### src/rtl/header_walk_seq.sv
// header_walk_seq: walks a single active pin across a header bus with dwell/gap timing; HEADER_WALK_LOOP_EN repeats passes.
module header_walk_seq #(
  parameter int NUM_PINS     = 37,
  parameter int DWELL_CYCLES = 50000,
  parameter int GAP_CYCLES   = 50000
) (
  input  logic                clk,
  input  logic                rst,
  input  logic                start,
  input  logic                stop,
  input  logic                invert,
  output logic [NUM_PINS-1:0] bus_out,
  output logic [5:0]          pin_idx,
  output logic                busy,
  output logic                done
);
  typedef enum logic [1:0] {IDLE, DRIVE, GAP, DONE} state_t;
`ifdef HEADER_WALK_LOOP_EN
  localparam bit LOOP = 1'b1;
`else
  localparam bit LOOP = 1'b0;
`endif
  localparam logic [31:0] DW   = 32'(DWELL_CYCLES - 1);
  localparam logic [31:0] GP   = 32'(GAP_CYCLES > 0 ? GAP_CYCLES - 1 : 0);
  localparam logic [5:0]  LAST = 6'(NUM_PINS - 1);
  state_t state, state_n;
  logic [31:0] cnt, cnt_n;
  logic [5:0] idx_n;
  logic inv, inv_n, adv, last;
  logic [NUM_PINS-1:0] bus_n;
  always_ff @(posedge clk) begin
    if (rst) begin
      state   <= IDLE;
      cnt     <= '0;
      pin_idx <= '0;
      inv     <= 1'b0;
      bus_out <= '0;
    end else begin
      state   <= state_n;
      cnt     <= cnt_n;
      pin_idx <= idx_n;
      inv     <= inv_n;
      bus_out <= bus_n;
    end
  end
  // counter reloads with (length-1) on each state entry and expires at zero
  always_comb begin
    state_n = state;
    cnt_n   = cnt;
    idx_n   = pin_idx;
    inv_n   = inv;
    last    = pin_idx == LAST;
    adv     = cnt == 0 && (state == GAP || (state == DRIVE && GAP_CYCLES == 0));
    case (state)
      IDLE: if (start && !stop) begin
        state_n = DRIVE;
        cnt_n   = DW;
        idx_n   = '0;
        inv_n   = invert;
      end
      DRIVE: if (cnt != 0) cnt_n = cnt - 1;
        else if (GAP_CYCLES > 0) begin
          state_n = GAP;
          cnt_n   = GP;
        end
      GAP: if (cnt != 0) cnt_n = cnt - 1;
      DONE: begin
        state_n = LOOP ? DRIVE : IDLE;
        cnt_n   = LOOP ? DW : '0;
        idx_n   = '0;
      end
      default: state_n = IDLE;
    endcase
    if (adv) begin
      state_n = last ? DONE : DRIVE;
      cnt_n   = last ? '0 : DW;
      idx_n   = last ? pin_idx : pin_idx + 6'd1;
    end
    if (stop && state != IDLE) begin
      state_n = IDLE;
      cnt_n   = '0;
      idx_n   = '0;
    end
  end
  always_comb begin
    busy  = state != IDLE;
    done  = state == DONE;
    bus_n = state_n == IDLE ? '0 :
            state_n == DRIVE ? (NUM_PINS'(1) << idx_n) ^ {NUM_PINS{inv_n}} : {NUM_PINS{inv_n}};
  end
endmodule
### config.mk
export PLATFORM = sky130hd
export DESIGN_NAME = header_walk_seq
export DESIGN_NICKNAME = d
export VERILOG_FILES = /design/src/rtl/header_walk_seq.sv
export SDC_FILE = /design/constraint.sdc
export NUM_CORES = 1
export LEC_CHECK = 0
export CAP_MARGIN = 25
export CORE_MARGIN = 8
export CORE_UTILIZATION = 45
export CTS_BUF_LIST = sky130_fd_sc_hd__clkbuf_4 sky130_fd_sc_hd__clkbuf_8
export CTS_CLUSTER_DIAMETER = 30
export DETAILED_ROUTE_END_ITERATION = 7
export PLACE_DENSITY = 0.67
export SLEW_MARGIN = 20
export SYNTH_ARGS = -nofsm -noshare
export SYNTH_HDL_FRONTEND = slang
export SYNTH_SLANG_ARGS = --single-unit
### constraint.sdc
create_clock -name clk -period 4.5 [get_ports clk]
set_input_delay 0.9 -clock clk [delete_from_list [all_inputs] [get_ports clk]]
set_output_delay 0.9 -clock clk [all_outputs]
set_load 0.01 [all_outputs]
Word-level counts from Yosys, hierarchy flattened
Cells that the tools add are included.
{"block": "op_classes", "add_sub_neg": 2, "eq_ne": 7, "shifts": 1, "muxes": 20, "bitwise": 1, "n_reduce_logical": 12}
{"cell": "32-bit 2-to-1 mux", "count": 4}
{"cell": "32-bit case mux with 4 select lines", "count": 1}
{"cell": "37-bit 2-to-1 mux", "count": 1}
{"cell": "1-bit by 6-bit << shifter with 37-bit output (first input constant)", "count": 1}
{"cell": "37-bit XOR", "count": 1}
{"cell": "32-bit zero test", "count": 1}
{"cell": "32-bit nonzero test", "count": 1}
{"cell": "32-bit by 1-bit subtractor with 32-bit output (second input constant)", "count": 1}
{"cell": "6-bit 2-to-1 mux", "count": 4}
{"cell": "16-bit 2-to-1 mux", "count": 1}
{"cell": "6-bit case mux with 2 select lines", "count": 1}
{"cell": "2-bit 2-to-1 mux", "count": 5}
{"cell": "6-bit by 1-bit adder with 6-bit output (second input constant)", "count": 1}
{"cell": "6-bit == test (second input constant)", "count": 1}
{"cell": "2-bit case mux with 3 select lines", "count": 1}
{"cell": "2-bit by 1-bit == test with 1-bit output (second input constant)", "count": 2}
{"cell": "2-bit == test (second input constant)", "count": 2}
{"cell": "2-bit zero test", "count": 2}
{"cell": "2-bit OR reduction", "count": 2}
{"cell": "1-bit logical AND", "count": 3}
{"cell": "3-bit by 2-bit inequality test with 1-bit output (second input constant)", "count": 1}
{"cell": "3-bit inequality test (second input constant)", "count": 1}
{"cell": "1-bit 2-to-1 mux", "count": 2}
{"cell": "2-bit AND reduction", "count": 1}
{"cell": "2 further kinds", "count": 2}
{"block": "totals", "register_bits": 78, "in_bits": 5}

Longest topological paths before layout
{"block": "logic_depth", "word_depth": 9, "depth_mapped": 11}

Worst setup path after synthesis
OpenSTA, ideal clock, no wires.
{"block": "synth_timing", "path_type": "register -> register", "startpoint": "reg cnt[2]", "endpoint": "reg bus_out[31]", "setup_ns": 0.073, "t_arrival_ns": 2.746, "required_ns": 4.427, "path_slack_ns": 1.681, "path_stages_with_launch": 10, "n_path_buf": 1, "period_less_slack_ns": 2.819, "path_cell_list": "dfxtp_1 -> or4_4 -> or2_1 -> buf_6 -> or4_4 -> or2_4 -> a31o_4 -> nor2_4 -> and4b_1 -> mux2i_1"}
{"block": "synth_between", "elab_chain_cells": 7}
{"element": "start, declared", "line_no": "27", "text": "logic [31:0] cnt, cnt_n;"}
{"element": "start signal, assigned", "line_no": "40", "text": "cnt <= cnt_n;"}
{"element": "32-bit nonzero test or 32-bit zero test (tied branches)", "line_no": "61, 53"}
{"element": "2-bit 2-to-1 mux or 1-bit logical AND (tied branches)", "line_no": "61, 53"}
{"element": "2-bit case mux with 3 select lines or 6-bit 2-to-1 mux (tied branches)", "line_no": "54, 74"}
{"element": "2-bit 2-to-1 mux or 6-bit 2-to-1 mux (tied branches)", "line_no": "74, 79"}
{"element": "2-bit 2-to-1 mux or 1-bit by 6-bit << shifter with 37-bit output (tied branches)", "line_no": "79, 89"}
{"element": "2-bit by 1-bit == test with 1-bit output (tied with other cells)", "line_no": "89", "text": "state_n == DRIVE ? (NUM_PINS'(1) << idx_n) ^ {NUM_PINS{inv_n}} : {NUM_PINS{inv_n}};"}
{"element": "37-bit 2-to-1 mux or 2-bit OR reduction (tied branches)"}
{"element": "end signal, assigned", "line_no": "43", "text": "bus_out <= bus_n;"}
{"element": "end, declared", "line_no": "12", "text": "output logic [NUM_PINS-1:0] bus_out,"}
Several ways; a longest one is shown, not always the timed one.
A chain may end at the register's enable or synchronous reset.

Worst setup path after layout
{"block": "layout_timing", "startpoint": "reg cnt[14]", "endpoint": "reg bus_out[20]"}
The elaborated chain is that of the path after synthesis.

==> summary.txt <==
Tightest Hold Check Type = reg -> reg
Synth Instances = 474
max_cap viols = 0
1st-pass router iterations = 4
Die Area = 12400 um^2
FILL cells = 858
Mapped Area = 4090 um^2
antenna viol nets, final = 0
diode count = 0
wl on met1 = 4.25 mm
final hold violation count = 0
CP max stage delay = 0.61 ns
total CTS buffers = 9
most instantiated cells after synthesis = dfxtp_1, nor2_1, mux2i_1, nand2_1, a21oi_1
CP max stage cell = nor4_2
maximum vdd ir drop = 0.192 mV
HPWL after detailed placement = 7.65 mm
largest area contributor in the netlist = dfxtp_1
post-route cell area = 4870 um^2
CP delay by family, top = simple AND/OR/NAND/NOR gates
clock skew = 0.0111 ns
Slew headroom = 50.7%
setup TNS = 0 ns
Crit. End Element = register
FF/Latch Area = 1560 um^2
hold buffers post-CTS = 0
Die W = 111 um
most numerous cell on the critical path = nor3_2
clk_lat worst skew = 0.36 ns
Area contributors post-synth = dfxtp_1, mux2i_1, nor2_1, nand2_1, a21oi_1
post-synthesis register bit count = 78
Final Cycle Share = 74.1%
multi-input combinational cell area = 2390 um^2
first-pass GRT wire length = 17.3 mm
status = finished clean
Cell Area, Placed = 4660 um^2
Pwr Density = 405 nW/um^2
CTS resizes = 0
fin crit period = 3.33 ns
met2 wire length = 5.20 mm
# clock sinks = 78
Top FF cell, synth = dfxtp_1
Async S/R FF share, synth = 0%
Max Used Layer = met4
cell at the root of the clock tree = clkbuf_8
Worst-Margin Slew = 0.736 ns
Worst Path Required = 4.80 ns
Longest Clk Path Bufs = 2
post-synthesis sequential area ratio = 38.2%
P_leak = 1.94 nW
startpoint type of the worst setup path = register
CTS clk-pin slew, worst paths = 0.09 ns
core region area = 9020 um^2
worst path cell trace = nor4_2, nand4_1, nor3_2, a21oi_1, nor3_2, and2_1, and3_1, mux2i_1
PortBufs = 49
Yosys Warn Count = 0
Pins Over Slew Limit = 0
H-tree Lvls = 3
Avg WL per Cell = 16.1 um
CP bufs+invs = 0
row cnt = 35
chip height = 111 um
Post-Syn Area per Cell = 8.63 um^2
initial antenna violation count = 0
Critical Path Fanout Max = 9
Area Overhead vs Synth = 19.1%
DR DRC count = 0
vias per inst = 5.50
Post-CTS Setup Bufs = 0
RSZ-0062 raised after global routing = false
largest net degree at the start of global routing = 38
share of cells above drive strength 1 = 9.37%
total track usage = 16.6%
most common cell in the netlist = dfxtp_1
Via Count = 3490
nets@finish = 533
initial core utilization = 45.4%
routability cong. = 0.840
Max Fclk = 0.300 GHz
Synth top area share = 38.2%
vias in the first global route = 3542
Synth cell types = 57
critical path type = reg -> reg
wirelength, routed = 10.2 mm
io pins = 50
syn nets = 489
Post-synth EDFFs = 0
DRT iter0 DRCs = 163
TritonCTS clock tree = yes
final setup fails = 0
met3 routed WL = 584 um
total congestion overflow = 0
Critical Path AT = 3.63 ns
per-stage QoR:
stage | utilization [%] | setup slack [ns] | power [W] | hold WS [ns] | std cells
floorplan | - | 1.68 | 0.00126 | 0.453 | 474
global placement | 51.7 | 1.19 | 0.00141 | 0.474 | 618
detailed placement | 51.7 | 1.10 | 0.00142 | 0.484 | 618
CTS | 54.0 | 1.16 | 0.00199 | 0.500 | 634
global route | 54.0 | 0.913 | 0.00210 | 0.516 | 634
finish | 54.0 | 1.17 | 0.00197 | 0.494 | 634
cells in the final DEF (no fill, tap or decap), types with 7 or more instances in the layout:
cell,netlist,layout
a21oi_1,29,29
clkbuf_8,0,9
clkdlybuf4s50_1,0,49
dfxtp_1,78,78
ha_1,10,10
inv_1,11,11
mux2i_1,41,41
nand2_1,39,39
nand3_1,22,22
nand4_1,7,7
nor2_1,64,64
nor3_1,20,20
nor4_1,12,12
o21ai_0,10,9
or3_1,13,13
xnor2_1,13,13
xor2_1,13,13
sequential cells by signal, indices dropped and copies added, names as in the netlist:
name and cells:
bus_out 37, state 2, cnt 32, pin_idx 6
inv 1
routing by layer:
metal | up-vias | track usage, %
met1 | 1622 | 17.6
met4 | 0 | 5.96
li1 | 1767 | -
met2 | 84 | 30.1
met3 | 17 | 5.00
met5 | - | 0
kinds of logic after synthesis:
group           count (synthesis)  share of synthesized area, %
buf+inv                        32                          3.33
flops                          78                          38.2
fa+ha+maj                      10                          3.06
xor+xnor                       26                          5.56
compound gates                 59                          9.14
mux                            43                          10.6
simple gates                  226                          30.2
tightest hold or removal path, stage by stage, from the launching register on:
cell,delay [ns]
dfxtp_1,0.34
nand2_1,0.06
a21oi_1,0.05
report_power, final:
part | switching (W) | internal, W
Combinational | 0.000382 | 0.000232
Sequential | 0.0000500 | 0.000744
Clock | 0.000294 | 0.000270
Total | 0.000726 | 0.00125
final timing paths:
path / end / slack, ns / cells after the start / startpoint
worst max-delay path: bus_out[20] / 1.17 / 8 / cnt[14]
worst max register to register: bus_out[20] / 1.17 / 8 / cnt[14]
worst min-delay path: cnt[1] / 0.49 / 2 / cnt[1]
worst min register to register: cnt[1] / 0.49 / 2 / cnt[1]
layout make-up:
| type | count | area share (%) |
|---|---|---|
| inverters | 11 | 0.847 |
| flip-flops and latches | 78 | 32.0 |
| repair buffers | 54 | 10.8 |
| well taps | 111 | 2.85 |
| clock inverters | 7 | 1.75 |
| multi-input cells | 364 | 49.1 |
| clock buffers | 9 | 2.54 |
Note: power is estimated with default switching activity, not from simulation.
==> RTL edit, RTL diff (same settings) <==
The 4 states of `state_t` get a Gray code encoding in 2 bits.
--- a/src/rtl/header_walk_seq.sv
+++ b/src/rtl/header_walk_seq.sv
@@ -15,5 +15,5 @@
   output logic                done
 );
-  typedef enum logic [1:0] {IDLE, DRIVE, GAP, DONE} state_t;
+  typedef enum logic [1:0] {IDLE = 2'b00, DRIVE = 2'b01, GAP = 2'b11, DONE = 2'b10} state_t;
 `ifdef HEADER_WALK_LOOP_EN
   localparam bit LOOP = 1'b1;
Check against the original RTL: same outputs for any inputs over 10 cycles, from zero or initial values and one cycle with rst high; not proved beyond that.
==> RTL edit against the unedited design <==
Power fell by 19%; synthesized area fell by 3.1%; sequential cell count did not move; final area fell by 2.3%; largest cell class unchanged; first-iteration DRC count rose by 12%; via count fell by 0.17%; clock power fell by 13%; sequential power fell by 4.4%; count of clock-buffer cells in the layout did not move; worst setup slack got worse by 0.24 ns; synthesized cell count fell by 3.8%; routed wire length fell by 3.5%.
==> RTL edit: results (changes against the unedited design) <==
| Metric | Value |
|---|---|
| Run status | `complete, no violations` |
| Fin nets | `511 (-4.1%)` |
| Filler instances | `799 (-6.9%)` |
| Hold path depth | `1 (-1)` |
| RR Startpoint | `cnt[21]` |
| Adder-cell area share of the yosys netlist | `0.0126 (-0.0180)` |
| Number of violations reported at the end of detailed-routing iteration 0 | `182 (+12%)` |
| Fraction of layout instances using a drive strength above 1 | `0.0927 (-0.000988)` |
| Transition time at the pin with the least slew margin | `0.799 ns (+0.0630 ns)` |
| Min-delay worst type | `reg -> reg` |
| Leakage Power | `0.00188 uW (-2.7%)` |
| Post-Syn Nets | `465 (-4.9%)` |
| Critical Path Fanout Max | `8 (-1)` |
| Endpoint of the worst hold-timing path | `cnt[31]` |
| Setup clock skew after layout | `0.00821 ns (-0.00285 ns)` |
| WL per Instance | `16.0 um (-0.56%)` |
| Share of the yosys chip area belonging to registers | `0.394 (+0.0122)` |
| Share of synthesized area spent on multiplexers | `0.129 (+0.0229)` |
| Cell family with the largest share of critical-path delay | `simple AND/OR/NAND/NOR gates` |
| Vias per cell | `5.67 (+2.9%)` |
| IR drop worst, VDD | `0.000152 V (-21%)` |
| Largest stage delay on the critical path | `0.68 ns (+0.07 ns)` |
| Cell Count, Final, Fillers Out | `615 (-3.0%)` |
| Launch point of the worst hold path | `cnt[31]` |
| Synthesized-area fraction occupied by xor and xnor cells | `0.0397 (-0.0159)` |
| GRT Total Usage | `0.173 (+0.00671)` |
| Worst reg2reg endpoint | `bus_out[25]` |
| Commonest cells post-synth | `dfxtp_1 (78), nand2_1 (51), nor2_1 (45), mux2i_1 (44), a21oi_1 (23)` |
| Fraction of registers with async set/reset | `0 (unchanged)` |
| Post-synthesis compound-gate area fraction | `0.112 (+0.0206)` |
| Number of global-route vias before repair | `3479 (-1.8%)` |
| Master of the slowest instance on the critical path | `or4_1` |
| RD Place Congestion | `0.902 (+7.3%)` |
| Synthesized area per cell | `8.70 sq um (+0.74%)` |
| Dominant cells by area after synthesis | `dfxtp_1 (39%), mux2i_1 (11%), nand2_1 (4.8%), nor2_1 (4.3%), a21oi_1 (2.9%)` |
| R2R setup slack | `0.93 ns (-0.24 ns)` |
| Number of antenna cells inserted | `0 (unchanged)` |
| Wire length of the first global-routing pass | `16.8 mm (-2.6%)` |
| R2R depth | `7 (-1)` |
| Placed Cells incl. Taps | `599 (-3.1%)` |
| Half-perimeter wire length after placement | `7.25 mm (-5.3%)` |
==> RTL edit: cell count changes after synthesis, moves of 4 or more <==
cell	change
xor2_1	-4
nor4_1	-4
nor2_1	-19
clkbuf_1	+6
nand2_1	+12
ha_1	-6
xnor2_1	-4
a21oi_1	-6
or2_2	-4
a211oi_1	+4
==> RTL edit: cell type report <==
type	instances	area (sq um)	area share
clock buffer	9	124	0.0260
clock inverter	7	57.6	0.0121
inverter	9	33.8	0.00710
multi-input combinational	347	2300	0.483
sequential	78	1560	0.328
tap	108	135	0.0284
timing repair buffer	57	551	0.116
==> RTL edit: stage by stage <==
step / instance area (sq um) / total power [uW] / hold slack, ns / setup slack (ns) / utilization
final: 4760 / 1590 / 0.483 / 0.930 / 0.551
after global routing: 4760 / 1680 / 0.516 / 0.699 / 0.551
after detailed placement: 4580 / 1120 / 0.475 / 0.807 / 0.530
after global placement: 4580 / 1110 / 0.472 / 0.884 / 0.530
after CTS: 4760 / 1610 / 0.490 / 0.921 / 0.551
after floorplan: 3970 / 1020 / 0.439 / 1.09 / -
==> RTL edit: worst max-delay path by stage <==
stage                        from  depth (start not counted)          end  slack [ns]
after floorplan           cnt[21]                          8  bus_out[27]        1.09
after global placement       stop                          8  bus_out[25]        0.88
after detailed placement     stop                          8  bus_out[25]        0.81
after CTS                 cnt[21]                          7  bus_out[25]        0.92
after global routing      cnt[21]                          7  bus_out[25]        0.70
final                     cnt[21]                          7  bus_out[25]        0.93
==> RTL edit: logic make-up after synthesis <==
group,after synthesis
fa+ha+maj,4
buf+inv,31
simple gates,208
mux,50
flops,78
xor+xnor,18
compound gates,67
==> RTL edit: layer usage <==
layer	global-route usage	vias to the layer above	wire length, um
li1	-	1732	-
met1	0.216	1671	4580
met2	0.278	62	4640
met3	0.0445	19	466
met4	0.0646	0	178
met5	0	-	0
==> RTL edit: where the power goes <==
group	switching [uW]	leakage, uW	internal (uW)
logic	210	0.00116	134
registers	34.1	0.000633	725
clock network	281	0.0000881	208
total	525	0.00188	1070
